### config.mk
export PLATFORM = sky130hd
export DESIGN_NAME = instr_fetch_unit_flat
export DESIGN_NICKNAME = d
export VERILOG_FILES = /design/src/rtl/instr_fetch_unit_pkg.sv /design/src/rtl/instr_fetch_unit_if.sv /design/src/rtl/instr_fetch_unit_field_split.sv /design/src/rtl/instr_fetch_unit.sv /design/src/flat_wrapper.sv
export SDC_FILE = /design/constraint.sdc
export NUM_CORES = 1
export LEC_CHECK = 0
export ABC_AREA = 1
export ABC_CLOCK_PERIOD_IN_PS = 4040
export BUFFER_PORTS_ARGS = -buffer_cell sky130_fd_sc_hd__buf_2
export CAP_MARGIN = 20
export CORE_MARGIN = 10
export CORE_UTILIZATION = 45
export CTS_CLUSTER_SIZE = 20
export DETAILED_ROUTE_END_ITERATION = 10
export PLACE_DENSITY = 0.79
export REMOVE_ABC_BUFFERS = 1
export SLEW_MARGIN = 10
export SYNTH_ARGS = -nofsm -noshare
export SYNTH_HDL_FRONTEND = slang
export SYNTH_HIERARCHICAL = 1
export SYNTH_SLANG_ARGS = --single-unit
### constraint.sdc
create_clock -name clk -period 4.04 [get_ports clk]
set_input_delay 0.404 -clock clk [delete_from_list [all_inputs] [get_ports clk]]
set_output_delay 0.404 -clock clk [all_outputs]
set_load 0.05 [all_outputs]
### src/rtl/instr_fetch_unit_pkg.sv
// ============================================================================
// instr_fetch_unit_pkg: opcodes, FSM encoding, field positions. Rev 1.0
// ============================================================================
`default_nettype none

package instr_fetch_unit_pkg;

  localparam int ADDR_W_DEF = 10;

  localparam logic [5:0] OP_RTYPE = 6'h00;
  localparam logic [5:0] OP_BEQ   = 6'h04;
  localparam logic [5:0] OP_BNE   = 6'h05;
  localparam logic [5:0] OP_ADDI  = 6'h08;
  localparam logic [5:0] OP_ADDIU = 6'h09;
  localparam logic [5:0] OP_SLTI  = 6'h0A;
  localparam logic [5:0] OP_ANDI  = 6'h0C;
  localparam logic [5:0] OP_ORI   = 6'h0D;
  localparam logic [5:0] OP_XORI  = 6'h0E;
  localparam logic [5:0] OP_BLT   = 6'h12;
  localparam logic [5:0] OP_BGE   = 6'h13;
  localparam logic [5:0] OP_BLTU  = 6'h14;
  localparam logic [5:0] OP_BGEU  = 6'h15;
  localparam logic [5:0] OP_BLE   = 6'h16;
  localparam logic [5:0] OP_BGT   = 6'h17;
  localparam logic [5:0] OP_HALT  = 6'h3F;

  localparam int OPC_MSB   = 31;
  localparam int OPC_LSB   = 26;
  localparam int RS_MSB    = 25;
  localparam int RS_LSB    = 21;
  localparam int RT_MSB    = 20;
  localparam int RT_LSB    = 16;
  localparam int RD_MSB    = 15;
  localparam int RD_LSB    = 11;
  localparam int SHAMT_MSB = 10;
  localparam int SHAMT_LSB = 6;
  localparam int FUNC_MSB  = 5;
  localparam int FUNC_LSB  = 0;
  localparam int IMM_MSB   = 15;
  localparam int IMM_LSB   = 0;

  typedef enum logic [2:0] {
    S_IDLE   = 3'd0,
    S_FETCH  = 3'd1,
    S_WAIT   = 3'd2,
    S_ISSUE  = 3'd3,
    S_BRWAIT = 3'd4,
    S_HALTED = 3'd5
  } fetch_state_e;

  typedef enum logic [1:0] {
    ITYPE_R = 2'd0,
    ITYPE_I = 2'd1
  } instr_type_e;

  function automatic logic op_is_branch(input logic [5:0] op);
    return op inside {OP_BEQ, OP_BNE, OP_BLT, OP_BGE, OP_BLTU, OP_BGEU, OP_BLE, OP_BGT};
  endfunction

  // Logical immediates are zero-extended; everything else sign-extends.
  function automatic logic op_is_zext(input logic [5:0] op);
    return op inside {OP_ANDI, OP_ORI, OP_XORI};
  endfunction

  function automatic logic op_is_alu_imm(input logic [5:0] op);
    return op inside {OP_ADDI, OP_ADDIU, OP_SLTI, OP_ANDI, OP_ORI, OP_XORI};
  endfunction

endpackage

`default_nettype wire

### src/rtl/instr_fetch_unit_if.sv
// ============================================================================
// instr_fetch_unit_if: imem, issue and branch-feedback bundle. Rev 1.0
// ============================================================================
`default_nettype none

interface instr_fetch_unit_if #(
  parameter int ADDR_W = 10
) ();

  logic              imem_req;
  logic [ADDR_W-1:0] imem_addr;
  logic              imem_rvalid;
  logic [31:0]       imem_rdata;

  logic              instr_valid;
  logic              instr_ready;
  logic [1:0]        itype;
  logic [5:0]        opcode;
  logic [5:0]        func;
  logic [4:0]        rs;
  logic [4:0]        rt;
  logic [4:0]        rd;
  logic [4:0]        shamt;
  logic [31:0]       imm;
  logic [ADDR_W-1:0] pc;

  logic              br_valid;
  logic              br_taken;

  modport master (
    output imem_req, imem_addr,
    input  imem_rvalid, imem_rdata,
    output instr_valid, itype, opcode, func, rs, rt, rd, shamt, imm, pc,
    input  instr_ready,
    input  br_valid, br_taken
  );

  modport slave (
    input  imem_req, imem_addr,
    output imem_rvalid, imem_rdata,
    input  instr_valid, itype, opcode, func, rs, rt, rd, shamt, imm, pc,
    output instr_ready,
    output br_valid, br_taken
  );

endinterface

`default_nettype wire

### src/rtl/instr_fetch_unit_field_split.sv
// ============================================================================
// instr_field_split: word -> fields, imm extension and opcode class. Rev 1.0
// ============================================================================
`default_nettype none

module instr_field_split
  import instr_fetch_unit_pkg::*;
#(
  parameter logic [5:0] HALT_OP = OP_HALT
) (
  input  logic [31:0] instr_i,
  output logic [1:0]  itype_o,
  output logic [5:0]  opcode_o,
  output logic [5:0]  func_o,
  output logic [4:0]  rs_o,
  output logic [4:0]  rt_o,
  output logic [4:0]  rd_o,
  output logic [4:0]  shamt_o,
  output logic [31:0] imm_o,
  output logic        is_branch_o,
  output logic        is_halt_o,
  output logic        is_illegal_o
);

  logic [5:0]  opcode;
  logic [15:0] imm16;

  assign opcode = instr_i[OPC_MSB:OPC_LSB];
  assign imm16  = instr_i[IMM_MSB:IMM_LSB];

  assign opcode_o = opcode;
  assign func_o   = instr_i[FUNC_MSB:FUNC_LSB];
  assign rs_o     = instr_i[RS_MSB:RS_LSB];
  assign rt_o     = instr_i[RT_MSB:RT_LSB];
  assign rd_o     = instr_i[RD_MSB:RD_LSB];
  assign shamt_o  = instr_i[SHAMT_MSB:SHAMT_LSB];

  assign imm_o = op_is_zext(opcode) ? {16'h0000, imm16}
                                    : {{16{imm16[15]}}, imm16};

  assign itype_o = (opcode == OP_RTYPE) ? ITYPE_R : ITYPE_I;

  assign is_branch_o = op_is_branch(opcode);
  assign is_halt_o   = (opcode == HALT_OP);

  // Func is left to the decoder; only the opcode class is screened here.
  assign is_illegal_o = !((opcode == OP_RTYPE) || op_is_alu_imm(opcode) ||
                          is_branch_o || is_halt_o);

endmodule

`default_nettype wire

### src/rtl/instr_fetch_unit.sv
// ============================================================================
// instr_fetch_unit: PC, imem request/valid handshake and issue FSM. Rev 1.0
// ============================================================================
`default_nettype none

module instr_fetch_unit
  import instr_fetch_unit_pkg::*;
#(
  parameter int         ADDR_W  = ADDR_W_DEF,
  parameter logic [5:0] HALT_OP = OP_HALT
) (
  input  logic              clk,
  input  logic              rst_n,
  input  logic              start_i,
  input  logic [ADDR_W-1:0] start_pc_i,
  output logic              halted_o,
  output logic              illegal_o,
  instr_fetch_unit_if.master bus
);

  fetch_state_e      state_q, state_d;
  logic [ADDR_W-1:0] pc_q, pc_d;
  logic [31:0]       instr_q, instr_d;
  logic              illegal_q, illegal_d;

  logic [1:0]        fld_itype;
  logic [5:0]        fld_opcode;
  logic [5:0]        fld_func;
  logic [4:0]        fld_rs;
  logic [4:0]        fld_rt;
  logic [4:0]        fld_rd;
  logic [4:0]        fld_shamt;
  logic [31:0]       fld_imm;
  logic              fld_is_branch;
  logic              fld_is_halt;
  logic              fld_is_illegal;

  logic [ADDR_W-1:0] pc_inc;
  logic [ADDR_W-1:0] br_target;

  instr_field_split #(
    .HALT_OP (HALT_OP)
  ) u_field_split (
    .instr_i      (instr_q),
    .itype_o      (fld_itype),
    .opcode_o     (fld_opcode),
    .func_o       (fld_func),
    .rs_o         (fld_rs),
    .rt_o         (fld_rt),
    .rd_o         (fld_rd),
    .shamt_o      (fld_shamt),
    .imm_o        (fld_imm),
    .is_branch_o  (fld_is_branch),
    .is_halt_o    (fld_is_halt),
    .is_illegal_o (fld_is_illegal)
  );

  // PC arithmetic is modulo 2^ADDR_W; a negative imm wraps naturally.
  assign pc_inc    = pc_q + {{(ADDR_W-1){1'b0}}, 1'b1};
  assign br_target = pc_inc + fld_imm[ADDR_W-1:0];

  always_ff @(posedge clk or negedge rst_n) begin
    if (!rst_n) begin
      state_q   <= S_IDLE;
      pc_q      <= '0;
      instr_q   <= '0;
      illegal_q <= 1'b0;
    end else begin
      state_q   <= state_d;
      pc_q      <= pc_d;
      instr_q   <= instr_d;
      illegal_q <= illegal_d;
    end
  end

  always_comb begin
    state_d   = state_q;
    pc_d      = pc_q;
    instr_d   = instr_q;
    illegal_d = illegal_q;

    case (state_q)
      S_IDLE: begin
        if (start_i) begin
          pc_d    = start_pc_i;
          state_d = S_FETCH;
        end
      end

      S_FETCH: begin
        state_d = S_WAIT;
      end

      S_WAIT: begin
        if (bus.imem_rvalid) begin
          instr_d = bus.imem_rdata;
          state_d = S_ISSUE;
        end
      end

      S_ISSUE: begin
        if (bus.instr_ready) begin
          if (fld_is_halt || fld_is_illegal) begin
            illegal_d = illegal_q | fld_is_illegal;
            state_d   = S_HALTED;
          end else if (fld_is_branch) begin
            state_d = S_BRWAIT;
          end else begin
            pc_d    = pc_inc;
            state_d = S_FETCH;
          end
        end
      end

      S_BRWAIT: begin
        if (bus.br_valid) begin
          pc_d    = bus.br_taken ? br_target : pc_inc;
          state_d = S_FETCH;
        end
      end

      S_HALTED: begin
        if (start_i) begin
          pc_d      = start_pc_i;
          illegal_d = 1'b0;
          state_d   = S_FETCH;
        end
      end

      default: begin
        state_d = S_IDLE;
      end
    endcase
  end

  // Strobes decode straight from the state register so reset drops them asynchronously.
  assign bus.imem_req    = (state_q == S_FETCH);
  assign bus.imem_addr   = pc_q;
  assign bus.instr_valid = (state_q == S_ISSUE);

  assign bus.itype  = fld_itype;
  assign bus.opcode = fld_opcode;
  assign bus.func   = fld_func;
  assign bus.rs     = fld_rs;
  assign bus.rt     = fld_rt;
  assign bus.rd     = fld_rd;
  assign bus.shamt  = fld_shamt;
  assign bus.imm    = fld_imm;
  assign bus.pc     = pc_q;

  assign halted_o  = (state_q == S_HALTED);
  assign illegal_o = illegal_q;

endmodule

`default_nettype wire

### src/flat_wrapper.sv
// flat-port wrapper written by rule: the top's interface ports become plain ports
module instr_fetch_unit_flat import instr_fetch_unit_pkg::*;
#(
  parameter int         ADDR_W  = ADDR_W_DEF,
  parameter logic [5:0] HALT_OP = OP_HALT
)
  (clk, rst_n, start_i, start_pc_i, halted_o, illegal_o, bus_imem_req, bus_imem_addr, bus_imem_rvalid, bus_imem_rdata, bus_instr_valid, bus_itype, bus_opcode, bus_func, bus_rs, bus_rt, bus_rd, bus_shamt, bus_imm, bus_pc, bus_instr_ready, bus_br_valid, bus_br_taken);
  instr_fetch_unit_if #(.ADDR_W(ADDR_W)) bus_i ();
  input  logic clk;
  input  logic rst_n;
  input  logic start_i;
  input  logic [ADDR_W-1:0] start_pc_i;
  output logic halted_o;
  output logic illegal_o;
  output wire logic [$bits(bus_i.imem_req)-1:0] bus_imem_req;
  output wire logic [$bits(bus_i.imem_addr)-1:0] bus_imem_addr;
  input wire logic [$bits(bus_i.imem_rvalid)-1:0] bus_imem_rvalid;
  input wire logic [$bits(bus_i.imem_rdata)-1:0] bus_imem_rdata;
  output wire logic [$bits(bus_i.instr_valid)-1:0] bus_instr_valid;
  output wire logic [$bits(bus_i.itype)-1:0] bus_itype;
  output wire logic [$bits(bus_i.opcode)-1:0] bus_opcode;
  output wire logic [$bits(bus_i.func)-1:0] bus_func;
  output wire logic [$bits(bus_i.rs)-1:0] bus_rs;
  output wire logic [$bits(bus_i.rt)-1:0] bus_rt;
  output wire logic [$bits(bus_i.rd)-1:0] bus_rd;
  output wire logic [$bits(bus_i.shamt)-1:0] bus_shamt;
  output wire logic [$bits(bus_i.imm)-1:0] bus_imm;
  output wire logic [$bits(bus_i.pc)-1:0] bus_pc;
  input wire logic [$bits(bus_i.instr_ready)-1:0] bus_instr_ready;
  input wire logic [$bits(bus_i.br_valid)-1:0] bus_br_valid;
  input wire logic [$bits(bus_i.br_taken)-1:0] bus_br_taken;
  assign bus_imem_req = bus_i.imem_req;
  assign bus_imem_addr = bus_i.imem_addr;
  assign bus_i.imem_rvalid = bus_imem_rvalid;
  assign bus_i.imem_rdata = bus_imem_rdata;
  assign bus_instr_valid = bus_i.instr_valid;
  assign bus_itype = bus_i.itype;
  assign bus_opcode = bus_i.opcode;
  assign bus_func = bus_i.func;
  assign bus_rs = bus_i.rs;
  assign bus_rt = bus_i.rt;
  assign bus_rd = bus_i.rd;
  assign bus_shamt = bus_i.shamt;
  assign bus_imm = bus_i.imm;
  assign bus_pc = bus_i.pc;
  assign bus_i.instr_ready = bus_instr_ready;
  assign bus_i.br_valid = bus_br_valid;
  assign bus_i.br_taken = bus_br_taken;
  instr_fetch_unit #(.ADDR_W(ADDR_W), .HALT_OP(HALT_OP)) u_core (.clk(clk), .rst_n(rst_n), .start_i(start_i), .start_pc_i(start_pc_i), .halted_o(halted_o), .illegal_o(illegal_o), .bus(bus_i));
endmodule
# Word level (Yosys, flattened, before mapping)
# Cells that the tools add are included.
# W data, S select, Z words.
[classes]
n_reduce_logical = 17
add_sub_neg = 2
n_eq_ne = 28
bitwise_logic = 1
mux = 20
[ops]
columns = ["cell", "count"]
rows = [
  ["$mux W10", 6],
  ["$eq A6 B4 Y1 const B", 6],
  ["$eq A6 B5 Y1 const B", 6],
  ["$mux W32", 1],
  ["$pmux W10 S3", 1],
  ["$mux W3", 6],
  ["$pmux W3 S5", 1],
  ["$eq A6 B3 Y1 const B", 2],
  ["$add A10 B1 Y10 const B", 1],
  ["$add A10 B10 Y10", 1],
  ["$ne A2 B2 Y1 const B", 5],
  ["$reduce_and A4 Y1", 2],
  ["$reduce_bool A8 Y1", 1],
  ["$eq A3 B2 Y1 const B", 2],
  ["$eq A3 B3 Y1 const B", 2],
  ["$eq A6 B6 Y1 const B", 1],
  ["$logic_not A6 Y1", 1],
  ["$ne A2 B1 Y1 const B", 3],
  ["$reduce_and A6 Y1", 1],
  ["$reduce_bool A3 Y1", 2],
  ["$reduce_bool A6 Y1", 1],
  ["$logic_or A1 B1 Y1", 4],
  ["$mux W1", 4],
  ["$eq A3 B1 Y1 const B", 1],
  ["7 further kinds", 7],
]
[totals]
regBits = 46
wordCells = 72
output_inout_bits = 90
input_bits = 49

# Depth between registers and ports, before layout
# Gate-level depths: netlist of run 1.
[logic_depth]
ltp_word = 10
ltp_mapped = 18

# Hierarchy
# Netlist of run 1, hierarchy kept.
[by_module_without_submodules]
columns = ["module", "seq_area_each_um2", "n_inst", "area_per_inst_um2", "cells_per_inst"]
rows = [
  ["instr_fetch_unit", 1151.1, 1, 2829.0, 328],
  ["instr_field_split", 0.0, 1, 596.8, 94],
]

# Least setup slack after synthesis of run 1
# OpenSTA, ideal clock, no wires.
[synth_timing]
path_kind = "reg2reg"
start = "register u_core.pc_q[1], in the netlist u_core/bus.imem_addr[1]"
end = "register u_core.pc_q[9], in the netlist u_core/bus.imem_addr[9]"
slack_ps = 1478
setup_ps = 78
path_stages_with_launch = 18
required_ps = 3962
arrival_ps = 2484
path_cell_list = "dfrtp_1 ha_1 nand3_1 nor2_1 nand2_1 nor2_1 nor2_1 nor2_1 ha_1 nand2_1 inv_1 a21oi_1 nand3_1 nand2_1 nand3_1 nand2_1 nand3_1 a21oi_1"
[synth_between]
elab_chain_cells = 5
elab_cells_between_ends = 8
classes_between = "add/sub: 2; mux: 6"
[synth_rtl]
columns = ["element", "line", "source"]
rows = [
  ["start: declaration", "instr_fetch_unit.sv:22", "logic [ADDR_W-1:0] pc_q, pc_d;"],
  ["start signal: assignment", "instr_fetch_unit.sv:70", "pc_q <= pc_d;"],
  ["$add A10 B1 Y10 *", "instr_fetch_unit.sv:59", "assign pc_inc = pc_q + {{(ADDR_W-1){1'b0}}, 1'b1};"],
  ["$add A10 B10 Y10 or $mux W10 (tied branches)", "instr_fetch_unit.sv:60, instr_fetch_unit.sv:106", ""],
  ["$mux W10 (on tied branches)", "instr_fetch_unit.sv:117, instr_fetch_unit.sv:103", ""],
  ["$mux W10 (on tied branches)", "instr_fetch_unit.sv:116, instr_fetch_unit.sv:102", ""],
  ["$pmux W10 S3 *", "instr_fetch_unit.sv:82", "case (state_q)"],
]
# Mark *: on every way between the ends. The rest lies on a longest branch, timed or not. The select of a mux whose other input is x is not followed.
# A chain may end at the register's enable or synchronous reset.

# Final worst setup path of run 1
# Ends and elaborated chain as after synthesis.

==> out/results.ini, run 1 <==
[clocking]
tritoncts.num_buffers = 5
cts_setup_buffers = 0
post_cts_resized = 0
insertion_delay_ns = 0.31
clock_tree.htree_level_count = 2
clk_root_buffer_cell = clkbuf_8
cts_tree = built
postCtsHoldBufs = 0
worst_setup_hold_path_clk_slew_ns = 0.10
cts.sink_count = 46
clk_path_buf_depth = 2

[finish]
multi_input_area_um2 = 1490
final_nets = 549
layout.cells.most_common_list = buf_2, nand2_1, dfrtp_1
layout_cells_sized_above_1_pct = 39.5
finalCoreUtilization_pct = 51.4
area.growth.synth_to_final_pct = 9.90
seq_area_um2 = 1150
fillers = 711
most_common_library_cell_in_the_layout_ignoring_fill_and_taps = buf_2
antenna_cells_inserted = 0

[timing]
maxClockFrequency_mhz = 394
setup_clock_skew_after_layout_ns = 0.00954
rsz_0062_raised_after_global_routing = false
postLayoutSetupSlackWorst_ns = 1.50
max-slew-margin-rel_pct = 55.4
finalMaxSlewViolations = 0
fin_crit_sh_pct = 62.8
fin_crit_ns = 2.54
setup_violations = 0
worstMarginPinSlew_ns = 0.669
final_hold_viol_count = 0

[critical_path]
critPathCaptureType = flip-flop
cp-start-kind = flip-flop
cp_slowest_stage_delay_ns = 0.44
worst-endpoint-required_ns = 4.28
worst_path_max_delay_cell = dfrtp_1
worst-endpoint-arrival_ns = 2.78
crit_path_cell_trace = ha_1 > nand3_1 > nor2_1 > inv_1 > o21bai_1 > nand2_1 > inv_1 > ha_1 > nand2_1 > nand2_1 > a21oi_1 > nand3_1 > nand2_1 > nand3_1 > nand2_1 > nand3_1 > a21oi_1
critPathKind = flip-flop to flip-flop
cpMostUsedCell = nand2_1
crit_path_max_fanout = 6

[placed_design]
finalWeightedCongestion = 0.869
portBuffers = 137
dp.final_hpwl_mm = 7.35
preCtsSetupSlack_ns = 1.59

[route]
vias_per_cell = 4.90
detail_route.first_pass.iterations = 4
drtIter0Drc = 78
post_drt_wl_per_cell_um = 15.2
ant_nets = 0
vias = 2880
drcViolationCount = 0
routed_wirelength_mm = 8.94

[grt]
grt.total_usage_pct = 15.7
vias_in_the_first_global_route = 3128
congestion_overflow_gr = 0
grt_first_pass_wirelength_mm = 14.8
largest_net_degree_at_the_start_of_global_routing = 47
grt_antenna_before_repair = 1

[yosys]
synth_area_leader_cell = dfrtp_1
synth.lib_cells_used.distinct = 38
syn_area_um2 = 3430
synth-async-reset-ratio_pct = 100
synth_cells = 422
synth-edff-count = 0
biggest_area_contributors_in_the_synthesized_netlist = dfrtp_1, buf_4, mux2_2
yosys_register_bits = 46
postSynthAreaPerCell_um2 = 8.12
yosysSeqAreaShare_pct = 33.6
yosys_most_used_dff = dfrtp_1
ys_warn_count = 6
share_of_the_synthesized_area_in_the_top_cell_type_pct = 33.6

[die]
chip_height_um = 107
floorplan.core_area_um2 = 7330
rows = 31
fp.dieArea_um2 = 11500
die_w_um = 107
start_util_pct = 46.7
num_io_pins = 139

[worst_hold_path]
worstHoldPathType = input port to asynchronous set/reset pin

[job]
cap_viol_max_count = 0

[outcome]
status = finished, final reports clean

## cells by family after synthesis
group,count (synthesis),share of synthesized area [%]
compound gates,50,8.73
xor+xnor,4,1.02
fa+ha+maj,12,4.60
buf+inv,129,22.8
flops,46,33.6
mux,32,10.5
other cells,1,0.109
simple gates,148,18.6
## cells in the mapped netlist (2+ instances only)
master,instances
inv_1,45
nor2_1,40
nand4_1,2
inv_2,3
ha_1,11
nand2_4,2
buf_4,74
nand2_1,78
a22oi_1,2
nand3_1,19
xor2_1,3
or2_2,3
o211ai_1,4
dfrtp_1,46
buf_2,4
mux2_2,32
a21oi_1,16
o21ai_0,16
a31oi_1,3
## final cells by class
| cell class | instances | share of cell area (%) |
|---|---|---|
| clock buffers | 5 | 1.83 |
| clock inverters | 3 | 0.731 |
| inverters | 49 | 4.95 |
| multi-input cells | 247 | 39.7 |
| flip-flops and latches | 46 | 30.6 |
| well taps | 99 | 3.29 |
| repair buffers | 139 | 18.9 |
## sequential cells by signal, indices dropped and copies added, names as in the netlist
signal                count
u_core/bus.imem_addr     10
u_core/illegal_o          1
u_core/instr_q           32
u_core/state_q            3
## through the flow
stage,std cells,hold slack (ns),cell area [um2],TNS (ns)
4_1_cts,587,0.307,3740,0
6_report,588,0.0522,3760,0
3_5_place_dp,579,0.490,3650,0
5_1_grt,588,0.0694,3760,0
3_3_place_gp,579,0.483,3650,0
2_1_floorplan,342,0.108,2830,-30.90
## layer usage
| metal | GRT usage (%) | wire (um) | part of all wire (%) |
|---|---|---|---|
| met5 | 0 | 0 | 0 |
| met4 | 4.35 | 114 | 1.3 |
| met3 | 8.62 | 1170 | 13 |
| met2 | 26.4 | 4170 | 47 |
| met1 | 16.5 | 3480 | 39 |
## worst max-delay path: cells and delay by family, from the launching register on
family,cells,cell delay [ns]
adder cells (fa/ha/maj),2,0.52
buffers and inverters,2,0.17
flip-flops,1,0.44
AND/OR/NAND/NOR,10,0.93
AO/OA/AOI/OAI,3,0.42
## worst paths after layout
path                                          from                 endpoint  slack (ns)  depth (start not counted)
hold / removal                               rst_n       u_core/instr_q[10]        0.05                          1
min in group clk                 bus_imem_rdata[9]        u_core/instr_q[9]        0.32                          2
hold reg to reg                 u_core/instr_q[20]       u_core/instr_q[20]        0.51                          1
setup / recovery           u_core/bus.imem_addr[1]  u_core/bus.imem_addr[9]        1.50                         17
setup reg to reg           u_core/bus.imem_addr[1]  u_core/bus.imem_addr[9]        1.50                         17
max in group asynchronous                    rst_n  u_core/bus.imem_addr[8]        3.46                          2
Power of run 1 is left out: the tool's default activity adds up to more than one toggle a clock period on the data nets, which glitch-free logic cannot reach.
==> inputs of run 2 (changes only) <==
--- a/config.mk
+++ b/config.mk
@@ -6,7 +6,7 @@
 export NUM_CORES = 1
 export LEC_CHECK = 0
 export ABC_AREA = 1
-export ABC_CLOCK_PERIOD_IN_PS = 4040
+export ABC_CLOCK_PERIOD_IN_PS = 2400
 export BUFFER_PORTS_ARGS = -buffer_cell sky130_fd_sc_hd__buf_2
 export CAP_MARGIN = 20
 export CORE_MARGIN = 10
==> constraint.sdc (replaced) <==
create_clock -name clk -period 2.4 [get_ports clk]
set_input_delay 0.24 -clock clk [delete_from_list [all_inputs] [get_ports clk]]
set_output_delay 0.24 -clock clk [all_outputs]
set_load 0.05 [all_outputs]
==> out/results.ini, run 2 (same netlist as run 1, synthesis figures left out) <==
[die]
die_w_um = 107  ; unchanged
floorplan.core_area_um2 = 7330  ; unchanged
fp.dieArea_um2 = 11500  ; unchanged
rows = 31  ; unchanged
num_io_pins = 139  ; unchanged
start_util_pct = 46.7  ; unchanged
chip_height_um = 107  ; unchanged

[grt]
grt_first_pass_wirelength_mm = 14.9  ; +0.38%
largest_net_degree_at_the_start_of_global_routing = 24  ; -49%
grt_antenna_before_repair = 1  ; unchanged
congestion_overflow_gr = 0  ; unchanged
grt.total_usage_pct = 15.8  ; +0.16 points
vias_in_the_first_global_route = 3049  ; -2.5%

[critical_path]
cp-start-kind = flip-flop
worst-endpoint-required_ns = 2.65  ; -1.63 ns
kind_of_cell_adding_the_most_delay_to_the_critical_path = simple AND/OR/NAND/NOR gates
crit_buf_inv = 2  ; unchanged
crit_path_max_fanout = 3  ; -3
worst-endpoint-arrival_ns = 2.61  ; -0.17 ns
cpMostUsedCell = nand2_1
critPathKind = flip-flop to flip-flop
crit_path_cell_trace = buf_6 > nand2_4 > nor2_4 > nand2_4 > nor2_4 > xor2_2 > buf_4 > ha_4 > nand2_1 > nor2_2 > nand2_1 > nand4_1 > nand3_1 > nand2_1 > nand3_1 > a21oi_1
critPathCaptureType = flip-flop
cp_slowest_stage_delay_ns = 0.43  ; about the same
worst_path_max_delay_cell = dfrtp_2

[job]
cap_viol_max_count = 0  ; unchanged

[route]
vias_per_cell = 4.93  ; +0.61%
drtIter0Drc = 151  ; +94%
vias = 2996  ; +4.0%
detail_route.first_pass.iterations = 4  ; unchanged
ant_nets = 0  ; unchanged
post_drt_wl_per_cell_um = 16.2  ; +6.4%
drcViolationCount = 0  ; unchanged
routed_wirelength_mm = 9.84  ; +10%

[finish]
antenna_cells_inserted = 0  ; unchanged
max_ffs_per_register = 32  ; unchanged
most_common_library_cell_in_the_layout_ignoring_fill_and_taps = buf_2
registers.top_by_ff_count = u_core/instr_q
finalCoreUtilization_pct = 57.2  ; +5.8 points
layout_cells_sized_above_1_pct = 51.7  ; +12 points
layout.cells.most_common_list = buf_2, nand2_1, dfrtp_1
final_nets = 569  ; +3.6%
area.growth.synth_to_final_pct = 22.4

[timing]
maxClockFrequency_mhz = 424  ; +7.5%
finalMaxSlewViolations = 0  ; unchanged
rsz_0062_raised_after_global_routing = true
fin_crit_ns = 2.36  ; -0.177 ns
fin_crit_sh_pct = 98.3  ; +36 points
setup_clock_skew_after_layout_ns = 0.0118  ; +0.00230 ns
accumulated_negative_setup_slack_ns = 0  ; unchanged
final_hold_viol_count = 0  ; unchanged
setup_violations = 0  ; unchanged

[clocking]
clk_root_buffer_cell = clkbuf_8
worst_setup_hold_path_clk_slew_ns = 0.10  ; about the same
cts_tree = built
cts.sink_count = 46  ; unchanged
clock_tree.htree_level_count = 2  ; unchanged
clk_path_buf_depth = 2  ; unchanged
tritoncts.num_buffers = 5  ; unchanged
insertion_delay_ns = 0.31  ; about the same

[worst_hold_path]
worstHoldPathType = input port to flip-flop

[placed_design]
portBuffers = 137  ; unchanged
dp.final_hpwl_mm = 7.45  ; +1.4%
finalWeightedCongestion = 0.828  ; -4.8%

[outcome]
status = finished, final reports clean

run 2: stage by stage:
| stage | setup WS [ns] | hold WS, ns | cells | cell area (um2) |
|---|---|---|---|---|
| 2_1_floorplan | -3.41 | -0.0556 | 342 | 2830 |
| 6_report | 0.0408 | 0.151 | 608 | 4190 |
| 5_1_grt | -0.129 | 0.152 | 608 | 4190 |
| 3_3_place_gp | 0.0842 | 0.0997 | 586 | 3700 |
| 4_1_cts | 0.00310 | 0.146 | 599 | 3860 |
| 3_5_place_dp | -0.0290 | 0.100 | 586 | 3700 |
run 2: per-layer routing:
metal	part of all wire, %	vias to the layer above	GRT usage, %
li1	-	1448	-
met1	40	1382	17.9
met2	47	157	26.2
met3	12	9	7.78
met4	0.86	0	3.77
met5	0	-	0
run 2: worst paths after layout:
kind                            cells past startpoint                     from  slack, ns                 endpoint
min in group asynchronous                           2                    rst_n       0.32       u_core/instr_q[10]
worst min register to register                      1       u_core/instr_q[24]       0.51       u_core/instr_q[24]
worst max register to register                     16  u_core/bus.imem_addr[1]       0.04  u_core/bus.imem_addr[9]
worst max-delay path                               16  u_core/bus.imem_addr[1]       0.04  u_core/bus.imem_addr[9]
worst min-delay path                                2       bus_imem_rdata[12]       0.15       u_core/instr_q[12]
max in group asynchronous                           3                    rst_n       1.55  u_core/bus.imem_addr[2]
run 2: what timing repair did:
action                     in CTS  in global routing
hold endpoints to repair        8                  0
setup buffers                   4                  9
hold buffers                    1                  0
resized for setup               2                 63
setup endpoints to repair       1                  6
pin swaps                       1                 36
run 2: cell type report:
cell class                 instances  area (um2)
clock buffer                       5        68.8
tap                               99         124
timing repair buffer             159         857
inverter                          49         186
multi-input combinational        247        1760
fill                             639        3140
clock inverter                     3        43.8
sequential                        46        1150
run 2: worst register-to-register path: cells and delay by family, from the launching register on:
kind	cells	cell delay (ns)
AOI/OAI and AO/OA	1	0.14
buffers and inverters	2	0.29
and+or+nand+nor	11	1.06
xor gates and xnor gates	1	0.10
adders and majority gates	1	0.28
DFF	1	0.43
Power of run 2 is left out for the same reason.
